<file path="config.mk">
export PLATFORM = sky130hd
export DESIGN_NAME = aes_key_sched
export DESIGN_NICKNAME = d
export VERILOG_FILES = /design/src/rtl/aes_key_sched.sv
export SDC_FILE = /design/constraint.sdc
export NUM_CORES = 1
export LEC_CHECK = 0
export BUFFER_PORTS_ARGS = -buffer_cell sky130_fd_sc_hd__buf_2
export CAP_MARGIN = 20
export CORE_MARGIN = 5
export CORE_UTILIZATION = 51
export DETAILED_ROUTE_END_ITERATION = 16
export GPL_ROUTABILITY_DRIVEN = 0
export PLACE_DENSITY = 0.82
export SLEW_MARGIN = 20
export SYNTH_ARGS = -nofsm -noshare
export SYNTH_HDL_FRONTEND = slang
export SYNTH_SLANG_ARGS = --single-unit
</file>
<file path="constraint.sdc">
create_clock -name clk -period 2.1 [get_ports clk]
set_input_delay 0.42 -clock clk [delete_from_list [all_inputs] [get_ports clk]]
set_output_delay 0.42 -clock clk [all_outputs]
set_load 0.03 [all_outputs]
</file>
<file path="src/rtl/aes_key_sched.sv">
// Iterative AES-128 key schedule: emits round keys 0..10, one per rk_valid/rk_ready handshake.
// The SubWord S-box is external. Define AES_KS_STORE_EN to add an 11-entry round-key store with readback.
module aes_key_sched (
    input  logic         clk,
    input  logic         rst_n,
    input  logic         start,
    input  logic [127:0] key_in,
    output logic         rk_valid,
    input  logic         rk_ready,
    output logic [127:0] rk_out,
    output logic [3:0]   rk_idx,
    output logic         busy,
    output logic         done,
    output logic [31:0]  sbox_in,
    input  logic [31:0]  sbox_out
`ifdef AES_KS_STORE_EN
    ,
    input  logic [3:0]   rd_idx,
    output logic [127:0] rd_key
`endif
);

    typedef enum logic [0:0] {
        ST_IDLE = 1'b0,
        ST_EMIT = 1'b1
    } state_t;

    // GF(2^8) doubling used to advance the round constant
    function automatic logic [7:0] xtime(input logic [7:0] a);
        return {a[6:0], 1'b0} ^ (a[7] ? 8'h1b : 8'h00);
    endfunction

    state_t       state_q, state_d;
    logic [127:0] w_q, w_d;
    logic [3:0]   idx_q, idx_d;
    logic [7:0]   rcon_q, rcon_d;
    logic         done_q, done_d;
    logic         hs_s;
    logic [31:0]  temp_s, w0n_s, w1n_s, w2n_s, w3n_s;

    // Next-round words, evaluated every cycle and committed only on a handshake
    always_comb begin
        temp_s = sbox_out ^ {rcon_q, 24'h000000};
        w0n_s  = w_q[127:96] ^ temp_s;
        w1n_s  = w_q[95:64]  ^ w0n_s;
        w2n_s  = w_q[63:32]  ^ w1n_s;
        w3n_s  = w_q[31:0]   ^ w2n_s;
    end

    // Sequencer next-state logic
    always_comb begin
        state_d = state_q;
        w_d     = w_q;
        idx_d   = idx_q;
        rcon_d  = rcon_q;
        done_d  = 1'b0;
        hs_s    = 1'b0;
        case (state_q)
            ST_IDLE: begin
                if (start) begin
                    state_d = ST_EMIT;
                    w_d     = key_in;
                    idx_d   = 4'd0;
                    rcon_d  = 8'h01;
                end else begin
                    state_d = ST_IDLE;
                end
            end
            ST_EMIT: begin
                if (rk_ready) begin
                    hs_s = 1'b1;
                    if (idx_q == 4'd10) begin
                        state_d = ST_IDLE;
                        done_d  = 1'b1;
                    end else begin
                        w_d    = {w0n_s, w1n_s, w2n_s, w3n_s};
                        idx_d  = idx_q + 4'd1;
                        rcon_d = xtime(rcon_q);
                    end
                end else begin
                    state_d = ST_EMIT;
                end
            end
            default: begin
                state_d = ST_IDLE;
            end
        endcase
    end

    // Sequencer state registers
    always_ff @(posedge clk or negedge rst_n) begin
        if (!rst_n) begin
            state_q <= ST_IDLE;
            w_q     <= 128'd0;
            idx_q   <= 4'd0;
            rcon_q  <= 8'h01;
            done_q  <= 1'b0;
        end else begin
            state_q <= state_d;
            w_q     <= w_d;
            idx_q   <= idx_d;
            rcon_q  <= rcon_d;
            done_q  <= done_d;
        end
    end

    assign rk_valid = (state_q == ST_EMIT);
    assign busy     = (state_q == ST_EMIT);
    assign rk_out   = w_q;
    assign rk_idx   = idx_q;
    assign done     = done_q;
    // RotWord comes straight off the w3 register so the S-box input is always settled
    assign sbox_in  = {w_q[23:0], w_q[31:24]};

`ifdef AES_KS_STORE_EN
    logic [127:0] store_q [11];
    logic [127:0] store_d [11];
    logic [127:0] rd_key_q, rd_key_d;

    // Capture each accepted round key; read port returns zero outside 0..10
    always_comb begin
        rd_key_d = 128'd0;
        for (int k = 0; k < 11; k++) begin
            if (hs_s && (idx_q == 4'(k))) begin
                store_d[k] = w_q;
            end else begin
                store_d[k] = store_q[k];
            end
            if (rd_idx == 4'(k)) begin
                rd_key_d = store_q[k];
            end else begin
                rd_key_d = rd_key_d;
            end
        end
    end

    // Key store and registered readback
    always_ff @(posedge clk or negedge rst_n) begin
        if (!rst_n) begin
            for (int k = 0; k < 11; k++) begin
                store_q[k] <= 128'd0;
            end
            rd_key_q <= 128'd0;
        end else begin
            for (int k = 0; k < 11; k++) begin
                store_q[k] <= store_d[k];
            end
            rd_key_q <= rd_key_d;
        end
    end

    assign rd_key = rd_key_q;
`endif

endmodule

</file>
; Word-level counts from Yosys, hierarchy flattened
; Cells that the tools add are included.
[op_classes]
mux = 20
n_reduce_logical = 1
add_sub_neg = 1
n_eq_ne = 4
bitwise = 7
[ops]
columns = operator, n
row1 = 128-bit 2-to-1 mux, 3
row2 = 128-bit one-hot mux with 2 select lines, 1
row3 = 32-bit XOR, 5
row4 = 8-bit 2-to-1 mux, 3
row5 = 8-bit one-hot mux with 2 select lines, 1
row6 = 4-bit 2-to-1 mux, 3
row7 = 4-bit one-hot mux with 2 select lines, 1
row8 = 8-bit by 5-bit XOR with 8-bit output, 1
row9 = 1-bit 2-to-1 mux, 6
row10 = "2-bit inequality test, second input constant", 3
row11 = 5-bit 2-to-1 mux, 1
row12 = "4-bit by 1-bit adder with 4-bit output, second input constant", 1
row13 = "4-bit equality test, second input constant", 1
row14 = 3-bit AND reduction, 1
row15 = 1-bit one-hot mux with 2 select lines, 1
row16 = 1-bit NOT, 1
[word_totals]
regBits = 142

; Depth between registers and ports, before layout
; Gate-level depths: netlist (run 1).
[logic_depth]
word_depth = 8
depth_mapped = 9
mapped_depth_nobuf = 6

; Least setup slack after synthesis (run 1)
; OpenSTA, ideal clock, no wires.
[synth_timing]
kind = reg2reg
from = register idx_q[0], in the netlist rk_idx[0]
to = register w_q[17], in the netlist rk_out[17]
setup_time_ns = 0.132
required_time_ns = 1.968
arrival_time_ns = 1.872
path_slack_ns = 0.096
stages_incl_launch_ff = 9
cell_sequence = dfrtp_1 -> inv_1 -> ha_1 -> and4b_1 -> buf_4 -> buf_6 -> a2111oi_0 -> mux2_2 -> a211oi_2
[synth_between]
elab_chain_cells = 3
[synth_rtl]
columns = element, line_no
row1 = "start, declared", 35  ; logic [3:0] idx_q, idx_d;
row2 = "start signal, assigned", 101  ; idx_q <= idx_d;
row3 = 4-bit equality test, 72  ; if (idx_q == 4'd10) begin
row4 = 2-bit inequality test (no source line), -
row5 = 3-bit AND reduction (no source line), -
row6 = "end signal, assigned", 100  ; w_q <= w_d;
row7 = "end, declared", 34  ; logic [127:0] w_q, w_d;
; Every way passes these cells.
; A chain may end at the register's enable or synchronous reset.

; Worst setup path in the final report (run 1)
[layout_timing]
from = register state_q, in the netlist busy
to = output port busy
[layout_rtl]
columns = element, line_no
row1 = "start, declared", 33  ; state_t state_q, state_d;
row2 = "start signal, assigned", 99  ; state_q <= state_d;
row3 = "end, declared", 12  ; output logic busy,
; No word-level cell between the ends.

==> results of run 1 <==
cells in the final DEF (no fill, tap or decap), types with 3 or more instances in the layout:
| cell | instances |
|---|---|
| buf_2 | 329 |
| dfrtp_1 | 140 |
| a21oi_1 | 78 |
| nor2_1 | 62 |
| xnor2_1 | 43 |
| o21ai_0 | 42 |
| a211oi_1 | 41 |
| nand2_1 | 40 |
| a22oi_1 | 40 |
| buf_4 | 36 |
| mux2i_1 | 32 |
| nor4_1 | 32 |
| mux2_2 | 32 |
| o21ai_1 | 30 |
| o21a_1 | 26 |
| inv_1 | 25 |
| xnor3_1 | 24 |
| o211ai_1 | 24 |
| nand4_1 | 23 |
| o22ai_1 | 23 |
| a2111oi_0 | 22 |
| clkbuf_16 | 17 |
| xor2_1 | 10 |
| buf_12 | 9 |
| nor3_1 | 8 |
| a2bb2oi_1 | 8 |
| and3_1 | 8 |
| a211oi_2 | 7 |
| diode_2 | 5 |
| clkbuf_1 | 5 |
| clkinv_2 | 5 |
| a22o_1 | 4 |
| buf_6 | 4 |
| o31ai_1 | 3 |
| o22a_1 | 3 |
sequential cells by signal, summed over array words and instances (netlist names):
register / flops
done: 1
rk_idx: 4
busy: 1
rcon_q: 8
rk_out: 128
area by class of cell:
cell class / count / area (sq um)
clock inverter: 7 / 63.8
timing repair buffer: 379 / 2150
antenna: 5 / 12.5
multi-input combinational: 682 / 5000
tap: 229 / 287
fill: 1484 / 6260
clock buffer: 24 / 472
sequential: 142 / 3560
inverter: 26 / 97.6
critical path, cell delays in order, from the launching register on:
cell and delay, ns:
dfrtp_4 0.52, buf_6 0.36, buf_2 0.28
cells by family (layout without fill, tap and decap cells):
logic type                 count (synthesis)  after routing
and+or+nand+nor                          182            182
muxes                                     66             66
adders and majority gates                  2              2
AOI/OAI and AO/OA                        355            355
xor gates and xnor gates                  77             77
DFF                                      142            142
buffers and inverters                    135            436
other                                      0              5
power by group through the flow:
stage | clock network, mW | logic [mW] | registers (mW)
after floorplan | 0 | 8.35 | 8.23
after global placement | 0 | 14.8 | 5.90
after detailed placement | 0 | 15.2 | 5.99
after CTS | 2.85 | 15.3 | 5.97
after global routing | 2.99 | 16.5 | 6.24
final | 2.84 | 15.4 | 6.01
metrics by stage:
stage                     util (%)  worst slack, ns  hold slack [ns]  cell area [sq um]
final                         65.1           0.0882            0.262              11600
after global routing          65.0           0.0173            0.258              11600
after CTS                     64.9           0.0272            0.242              11600
after detailed placement      61.8           0.0634            0.335              11100
after global placement        61.8            0.122            0.333              11100
after floorplan                  -           0.0962            0.124               9230
routing by layer:
layer,track usage (%),part of all wire [%],routed length [microns],up-vias
li1,-,-,-,4165
met5,0,0.041,13,-
met3,5.62,8.6,2730,82
met4,12.1,3.3,1040,2
met2,44.2,46,14700,506
met1,43.0,42,13400,4492
how the worst max path moves through the flow:
stage                                   to  cells past startpoint             startpoint  slack (ns)
finish                                busy                      2         busy$_DFF_PN0_        0.09
global route         rk_out[5]$_DFFE_PN0P_                      6  rk_idx[1]$_DFFE_PN0P_        0.02
CTS                  rk_out[5]$_DFFE_PN0P_                      6  rk_idx[1]$_DFFE_PN0P_        0.03
detailed placement   rk_out[5]$_DFFE_PN0P_                      6  rk_idx[1]$_DFFE_PN0P_        0.06
global placement    rk_out[13]$_DFFE_PN0P_                      6  rk_idx[1]$_DFFE_PN0P_        0.12
floorplan           rk_out[17]$_DFFE_PN0P_                      8  rk_idx[0]$_DFFE_PN0P_         0.1
timing repair:
action / CTS / global route
gates resized for setup: 1 / 6
endpoints found under the hold margin: 29 / 0
hold buffers: 1 / 0
endpoints found under the setup margin: 2 / 32
==> summary.md, run 1 <==
| Metric | Value |
|---|---|
| Outcome | completed |
| RSZ-0062 raised after global routing | no |
| Final Cycle Share | between 90 and 100% |
| Dpl cells | around 1500 |
| Hold depth | 3 |
| Synth Area in Adders | 0.271% |
| Reg2reg setup slack | between 0.1 and 0.15 ns |
| Power density cells | 2080 nW/um^2 |
| GRT Util Overall | ~30% |
| Chip height | 145 microns |
| Clk slew on worst S/H paths | about 0.06 ns |
| Syn Nets | between 1000 and 1500 |
| CTS Buffer Depth | 2 |
| CP Class | flip-flop to output port |
| Comb pwr share | ~64% |
| Number of detailed-route iterations in the first pass | 7 |
| Crit start category | flip-flop |
| Shortest period the worst path allows | a little over 2 ns |
| Final slew viol count | 0 |
| Largest net degree at the start of global routing | 66 |
| Switch share | between 40 and 50% |
| Die footprint | 20900 sq um |
| Design Power | 24.3 mW |
| TritonCTS Buffers | 17 |
| Mux share of post-synthesis cell area | ~7.6% |
| Post-Synth Simple-Gate Area | approximately a tenth |
| Reg-to-reg critical path endpoint | rk_out[30]$_DFFE_PN0P_ |
| Drt wl/cell | roughly 21 microns |
| Number of synthesized register bits | between 100 and 150 |
| Pleak | between 5 and 6 nW |
| DR vias/cell | 6.19 |
| Hold Vio Cnt, Final | 0 |
| First DRT Iteration DRCs | a little over 900 |
| CP endpoint kind | output port |
| First-pass GRT wire length | 48300 microns |
| Clock network power share | between 10% and 20% |
| Sw power | 12.1 mW |
| Predominant post-synthesis flop cell | dfrtp_1 |
| Routed wire length | roughly 32000 microns |
| Final setup fails | 0 |
| Total number of vias | a little over 9000 |
| Synth top area share | 38.2% |
| Chip width | 145 microns |
| Maximum vdd drop | approximately 0.0012 V |
| Starting Density | 51.6% |
| Max-cap violations | 0 |
| Worst path arrival time | about 1.6 ns |
| Number of synthesized flops with an enable pin | 0 |
| Syn avg cell area | 9.63 sq um |
| Largest family of logic cells by synthesized area | compound AO/OA/AOI/OAI gates |
| Worst-Margin Slew | ~0.44 ns |
| Initial antenna violation count | 5 |
| Input/output buffers | 330 |
| Final Non-Filler Cells | approximately 1500 |
| Synth Area in Compound Gates | 25.4% |
| Ports | approximately 330 |
| Synth area leader | dfrtp_1 |
| P_int | about 12 mW |
| Layout cells sized above 1 | between 30% and 40% |
| Hold WC Path Type | input port to flip-flop |
| Slew HR | a little over two thirds |
| Top-count cell post-synth | dfrtp_1 |
| Worst endpoint required time | ~1.7 ns |
| Vias in the first global route | roughly 8600 |
| Synth-to-layout area growth | 26.2% |
| Clock Tree Root | clkbuf_16 |
| Setup TNS | 0 ns |
| Post-synthesis cell area | 9230 sq um |
| Power share of the sequential group | around 25% |
| FP Rows | ~50 |
| # H-tree levels | 4 |
| Antenna viol nets, final | 0 |
| Path depth of the worst reg2reg path | 6 |
| Clk_skew | 0.0153 ns |
| Final #Nets | around 1400 |
| Placeable core region | 17900 sq um |
| Hpwl dp | 23100 microns |
| Hold Startpoint | key_in[52] |
| Fmax | 0.497 GHz |
| Min-Delay Endpoint | rk_out[52]$_DFFE_PN0P_ |
| Synth Area in XOR/XNOR | between 10% and 20% |
| Synth area leaders | dfrtp_1 38%, xnor3_1 5.9%, a21oi_1 4.2% |
| CTS Sinks | 142 |
| Share of the yosys chip area belonging to registers | 38.5% |
| Overflow after GRT | 0 |
| Synth async-reset ratio | 100% |
| Synth cell types | 43 |
| Synthesis Warnings | 0 |
| DRC Markers | 0 |
| Post-CTS setup buffers | 0 |
| Synth top cells by count | 141 x dfrtp_1, 78 x a21oi_1, 62 x nor2_1 |
| Worst skew pair latency | ~0.42 ns |
| R2R Path Start | rk_idx[1]$_DFFE_PN0P_ |
| CP max FO | ~40 |
| Mapped Cells | 959 |
| CTS tree | done |
Note: power is estimated with default switching activity, not from simulation.
==> run 2: changes to the inputs <==
--- a/config.mk
+++ b/config.mk
@@ -12,6 +12,7 @@
 export DETAILED_ROUTE_END_ITERATION = 16
 export GPL_ROUTABILITY_DRIVEN = 0
 export PLACE_DENSITY = 0.82
+export RECOVER_POWER = 100
 export SLEW_MARGIN = 20
 export SYNTH_ARGS = -nofsm -noshare
 export SYNTH_HDL_FRONTEND = slang
==> run 2 against run 1 <==
Against the previous run:
- die area is the same
- register-to-register slack lost 0.02 ns
- sequential power grew 0.7%
- sequential share of layout area grew 0.66 points
- core utilization shrank 1.4 points
- clock skew shrank 0.0021 ns
- clock power is essentially flat
- critical path type unchanged
- critical endpoint unchanged
- highest routed layer unchanged
==> summary.md, run 2 (synthesis results as in run 1) <==
| Metric | Value |
|---|---|
| Outcome | completed |
| Slew HR | 40.8% |
| CTS Sinks | 142 |
| Hpwl dp | 23100 microns |
| Clock network power share | 12.0% |
| Chip width | ~140 microns |
| Power density cells | 2080 nW/um^2 |
| P_int | around 12 mW |
| Initial antenna violation count | 5 |
| First-pass GRT wire length | between 40000 and 50000 microns |
| Worst path arrival time | around 1.6 ns |
| Setup TNS | 0 ns |
| CTS Buffer Depth | 2 |
| Worst endpoint required time | about 1.7 ns |
| Max-cap violations | 0 |
| Design area | between 10000 and 15000 sq um |
| Ports | 331 |
| GRT Util Overall | approximately 30% |
| Max reg flops | around 130 |
| Switch share | between 50 and 60% |
| Clk slew on worst S/H paths | approximately 0.060 ns |
| Sw power | 12.1 mW |
| FP Rows | 49 |
| Final slew viol count | 0 |
| CTS tree | done |
| Final Cycle Share | 96.3% |
| Drt wl/cell | 21.3 microns |
| CP Class | flip-flop to output port |
| Crit start category | flip-flop |
| Final #Nets | between 1000 and 1500 |
| DR vias/cell | ~6.2 |
| Fmax | between 0.4 and 0.5 GHz |
| Commonest non-fill, non-tap cell in the layout | clkbuf_1 |
| Largest net degree at the start of global routing | 66 |
| Crit path launch | busy$_DFF_PN0_ |
| # H-tree levels | 4 |
| Post-CTS setup buffers | 0 |
| Maximum vdd drop | 0.00109 V |
| RSZ-0062 raised after global routing | no |
| Clk_skew | around 0.013 ns |
| Die footprint | 20900 sq um |
| DRC Markers | 0 |
| Comb pwr share | between 60% and 70% |
| CP endpoint kind | output port |
| Pleak | just under 5 nW |
| Routed wire length | approximately 32000 microns |
| Shortest period the worst path allows | just over 2 ns |
| First DRT Iteration DRCs | approximately 950 |
| TritonCTS Buffers | 17 |
| Layout cells sized above 1 | 22.1% |
| Clock Tree Root | clkbuf_16 |
| Antenna viol nets, final | 0 |
| Hold Vio Cnt, Final | 0 |
| Register area | between 3000 and 4000 sq um |
| Input/output buffers | between 300 and 400 |
| Commonest non-fill, non-tap cells in the layout | 170 x clkbuf_1, 162 x buf_2, 140 x dfrtp_1 |
| Starting Density | 51.6% |
| Final setup fails | 0 |
| Multi-input gate area | ~5000 sq um |
| Placed Area | 11100 sq um |
| Worst-Margin Slew | approximately 0.9 ns |
| Chip height | between 100 and 150 microns |
| Overflow after GRT | 0 |
| Hold WC Path Type | input port to flip-flop |
| Hold Startpoint | key_in[121] |
| Power share of the sequential group | between 20% and 30% |
| Number of detailed-route iterations in the first pass | 8 |
| Fillers | between 1500 and 2000 |
| Vias in the first global route | 8631 |
| Synth-to-layout area growth | 23.5% |
| Worst skew pair latency | ~0.42 ns |
| CP max FO | just over 40 |
| Placeable core region | between 15000 and 20000 sq um |
| Fin Hold WS | between 0.2 and 0.3 ns |
| R2R Path Start | rk_idx[1]$_DFFE_PN0P_ |
| Total number of vias | about 9300 |
==> run 2: layer usage <==
layer / vias to the layer above / track usage [%] / routed length (microns)
met3: 79 / 5.62 / 2850
met2: 529 / 44.2 / 14600
met4: 2 / 12.1 / 1070
met5: - / 0 / 13
met1: 4490 / 43.0 / 13300
li1: 4166 / - / -
==> run 2: area by class of cell <==
| type | count | share of cell area, % |
|---|---|---|
| Multi-Input combinational cell | 682 | 43.9 |
| Sequential cell | 142 | 31.2 |
| Timing Repair Buffer | 379 | 16.7 |
| Clock buffer | 24 | 4.14 |
| Tap cell | 229 | 2.51 |
| Inverter | 26 | 0.856 |
| Clock inverter | 7 | 0.560 |
| Antenna cell | 4 | 0.0878 |
==> run 2: critical path: stages (launching register included) <==
cell,delay [ns]
dfrtp_4,0.52
buf_6,0.37
clkbuf_2,0.28
==> run 2: through the flow <==
step	power [mW]	worst slack (ns)	cells	utilization [%]
after detailed placement	21.2	0.0634	1457	61.8
after CTS	24.1	0.0272	1489	64.9
after global routing	25.2	0.00707	1493	63.7
final	23.7	0.0781	1493	63.7
after global placement	20.7	0.122	1457	61.8
after floorplan	16.6	0.0962	959	-
==> run 2: final timing paths <==
kind | end | slack (ns) | cells past startpoint
setup / recovery | busy | 0.08 | 2
hold / removal | rk_out[121]$_DFFE_PN0P_ | 0.25 | 3
setup reg to reg | rk_out[28]$_DFFE_PN0P_ | 0.11 | 6
hold reg to reg | rk_out[88]$_DFFE_PN0P_ | 0.52 | 2
max in group asynchronous | rk_out[13]$_DFFE_PN0P_ | 0.46 | 3
min in group asynchronous | rk_out[30]$_DFFE_PN0P_ | 0.66 | 2
==> run 2: power groups by stage <==
stage | clock, mW | sequential [mW] | combinational [mW]
after detailed placement | 0 | 5.99 | 15.2
final | 2.84 | 6.05 | 14.8
after global routing | 2.98 | 6.29 | 15.9
after global placement | 0 | 5.90 | 14.8
after floorplan | 0 | 8.23 | 8.35
after CTS | 2.85 | 5.97 | 15.3
==> run 2: repair_timing <==
action                                  4_1_cts  5_1_grt
hold buffers                                  1        0
endpoints found under the hold margin        29        0
endpoints found under the setup margin        2       32
resized for setup                             1        6
==> run 3: changes to the inputs <==
--- a/config.mk
+++ b/config.mk
@@ -13,7 +13,7 @@
 export GPL_ROUTABILITY_DRIVEN = 0
 export PLACE_DENSITY = 0.82
 export RECOVER_POWER = 100
-export SLEW_MARGIN = 20
+export REMOVE_ABC_BUFFERS = 1
 export SYNTH_ARGS = -nofsm -noshare
 export SYNTH_HDL_FRONTEND = slang
 export SYNTH_SLANG_ARGS = --single-unit
==> run 3 against run 2 <==
Against the previous run:
- worst hold slack worse by 0.0061 ns
- critical path type is now flip-flop to flip-flop
- die area did not move
- global-route usage shrank 2.2 points
- clock-buffer cell count fell by 4
- clock power fell by 4%
- via count fell by 2.5%
- register-to-register slack got worse by 0.03 ns
- combinational power is 10% lower
- core utilization fell by 0.39 points
- sequential power decreased by 0.8%
- setup slack better by 0.0040 ns
- sequential share of layout area increased by 0.19 points
==> summary.md, run 3 (synthesis results as in run 1) <==
| Metric | Value |
|---|---|
| Power density cells | 1950 nW/um^2 |
| Drt wl/cell | around 20 microns |
| Pre-CTS WS | between 0.07 and 0.08 ns |
| Clk slew on worst S/H paths | around 0.060 ns |
| Overflow after GRT | 0 |
| Worst path arrival time | between 2 and 2.5 ns |
| Setup WS post-layout | between 0.08 and 0.09 ns |
| CTS Buffer Depth | 2 |
| DR vias/cell | ~6.1 |
| Die footprint | around 21000 sq um |
| # H-tree levels | 4 |
| Met1 wire length | ~12000 microns |
| Crit path largest cell delay | roughly 0.44 ns |
| Power share of the sequential group | between 20% and 30% |
| Metal2 WL | between 10000 and 15000 microns |
| Input/output buffers | 330 |
| Fmax | ~0.5 GHz |
| Pleak | between 4 and 5 nW |
| Chip width | between 100 and 150 microns |
| Reg2reg setup slack | around 0.082 ns |
| CP Class | flip-flop to flip-flop |
| Initial antenna violation count | 3 |
| Ports | 331 |
| Switch share | about half |
| Critical path, cell by cell | inv_1 > ha_1 > and4b_1 > buf_12 > a2111oi_0 > mux2_1 > a211oi_1 |
| Final slew viol count | 0 |
| Slew HR | 15.7% |
| Met3 wire len | between 2000 and 3000 microns |
| CP endpoint kind | flip-flop |
| Final #Nets | around 1400 |
| Crit start category | flip-flop |
| Total number of vias | 9037 |
| Placed Area | between 10000 and 15000 sq um |
| Largest net degree at the start of global routing | 64 |
| Layout cells sized above 1 | between 20% and 30% |
| Starting Density | between 50% and 60% |
| DRC Markers | 0 |
| Antenna viol nets, final | 0 |
| Shortest period the worst path allows | slightly above 2 ns |
| GRT Util Overall | roughly 28% |
| Max-cap violations | 0 |
| CTS Sinks | around 140 |
| First DRT Iteration DRCs | 512 |
| Clk_skew | around 0.012 ns |
| DR top layer | met4 |
| Final core occ | between 60 and 70% |
| CP max FO | 35 |
| Worst endpoint required time | 2.42 ns |
| Vias in the first global route | ~8800 |
| Commonest non-fill, non-tap cells in the layout | 166 x clkbuf_1, 163 x buf_2, 140 x dfrtp_1 |
| Slowest-stage cell, CP | dfrtp_1 |
| Maximum vdd drop | 0.00112 V |
| Design area | between 10000 and 15000 sq um |
| First-pass GRT wire length | about 45000 microns |
| Outcome | completed |
| Comb pwr share | 60.4% |
| Number of detailed-route iterations in the first pass | 5 |
| Synth-to-layout area growth | 22.7% |
| Hold WC Path Type | input port to flip-flop |
| FP Rows | 49 |
| Clock Tree Root | clkbuf_16 |
| CTS tree | done |
| Sw power | 11.1 mW |
| Worst skew pair latency | 0.42 ns |
| Final setup fails | 0 |
| TritonCTS Buffers | 17 |
| Max reg flops | ~130 |
| Hpwl dp | a little over 20000 microns |
| Clock network power share | between 10% and 20% |
| Worst-Margin Slew | 1.26 ns |
| Chip height | approximately 140 microns |
| Routed wire length | between 20000 and 30000 microns |
| Hold Vio Cnt, Final | 0 |
| Placeable core region | roughly 18000 sq um |
| Commonest non-fill, non-tap cell in the layout | clkbuf_1 |
| P_int | approximately 11 mW |
| Final Cycle Share | 96.1% |
## run 3: per-stage QoR
stage          total power, mW   TNS (ns)  std cells  hold slack, ns
2_1_floorplan             16.0    -567.70        850           0.124
3_3_place_gp              19.4          0       1438           0.400
3_5_place_dp              19.8          0       1438           0.403
4_1_cts                   22.7          0       1471           0.236
5_1_grt                   23.5  -0.000571       1475           0.247
6_report                  22.0          0       1476           0.248
## run 3: what timing repair did
action                                  CTS  global route
hold buffers                              1             0
setup buffers                             0             0
resized for setup                         1             6
endpoints found under the hold margin    43             0
endpoints found under the setup margin    2            25
pin swaps                                 0             0
gates cloned                              0             1
## run 3: layer usage
layer | GRT usage [%] | vias up
met2 | 46.7 | 428
met5 | 0 | -
met4 | 10.3 | 0
met3 | 6.05 | 48
li1 | - | 4128
met1 | 34.5 | 4433
## run 3: final timing paths
path / start / cells past startpoint / end
min in group asynchronous: rst_n / 2 / rk_out[20]$_DFFE_PN0P_
max in group asynchronous: rst_n / 3 / rk_out[18]$_DFFE_PN0P_
max: rk_idx[0]$_DFFE_PN0P_ / 7 / rk_out[13]$_DFFE_PN0P_
min: key_in[126] / 3 / rk_out[126]$_DFFE_PN0P_
min reg2reg: rk_out[64]$_DFFE_PN0P_ / 1 / rk_out[64]$_DFFE_PN0P_
max reg2reg: rk_idx[0]$_DFFE_PN0P_ / 7 / rk_out[13]$_DFFE_PN0P_
## run 3: layout make-up
| type | instances | area (sq um) |
|---|---|---|
| well taps | 229 | 287 |
| diodes | 4 | 10.0 |
| inverters | 26 | 97.6 |
| multi-input cells | 682 | 5000 |
| repair buffers | 361 | 1860 |
| fillers | 1573 | 6570 |
| clock inverters | 12 | 71.3 |
| clock buffers | 20 | 447 |
| flip-flops and latches | 142 | 3560 |
## run 3: critical path, delay by kind of cell (launching register included)
kind	cells	cell delay [ns]
buf+inv	2	0.33
mux	1	0.31
simple gates	1	0.33
compound gates	2	0.31
flops	1	0.44
fa+ha+maj	1	0.18
## run 3: power groups by stage
| stage | sequential, mW | combinational, mW | clock (mW) |
|---|---|---|---|
| floorplan | 8.98 | 7.03 | 0 |
| global placement | 5.86 | 13.6 | 0 |
| detailed placement | 5.95 | 13.9 | 0 |
| CTS | 5.93 | 14.0 | 2.78 |
| global route | 6.24 | 14.4 | 2.89 |
| finish | 6.00 | 13.3 | 2.74 |
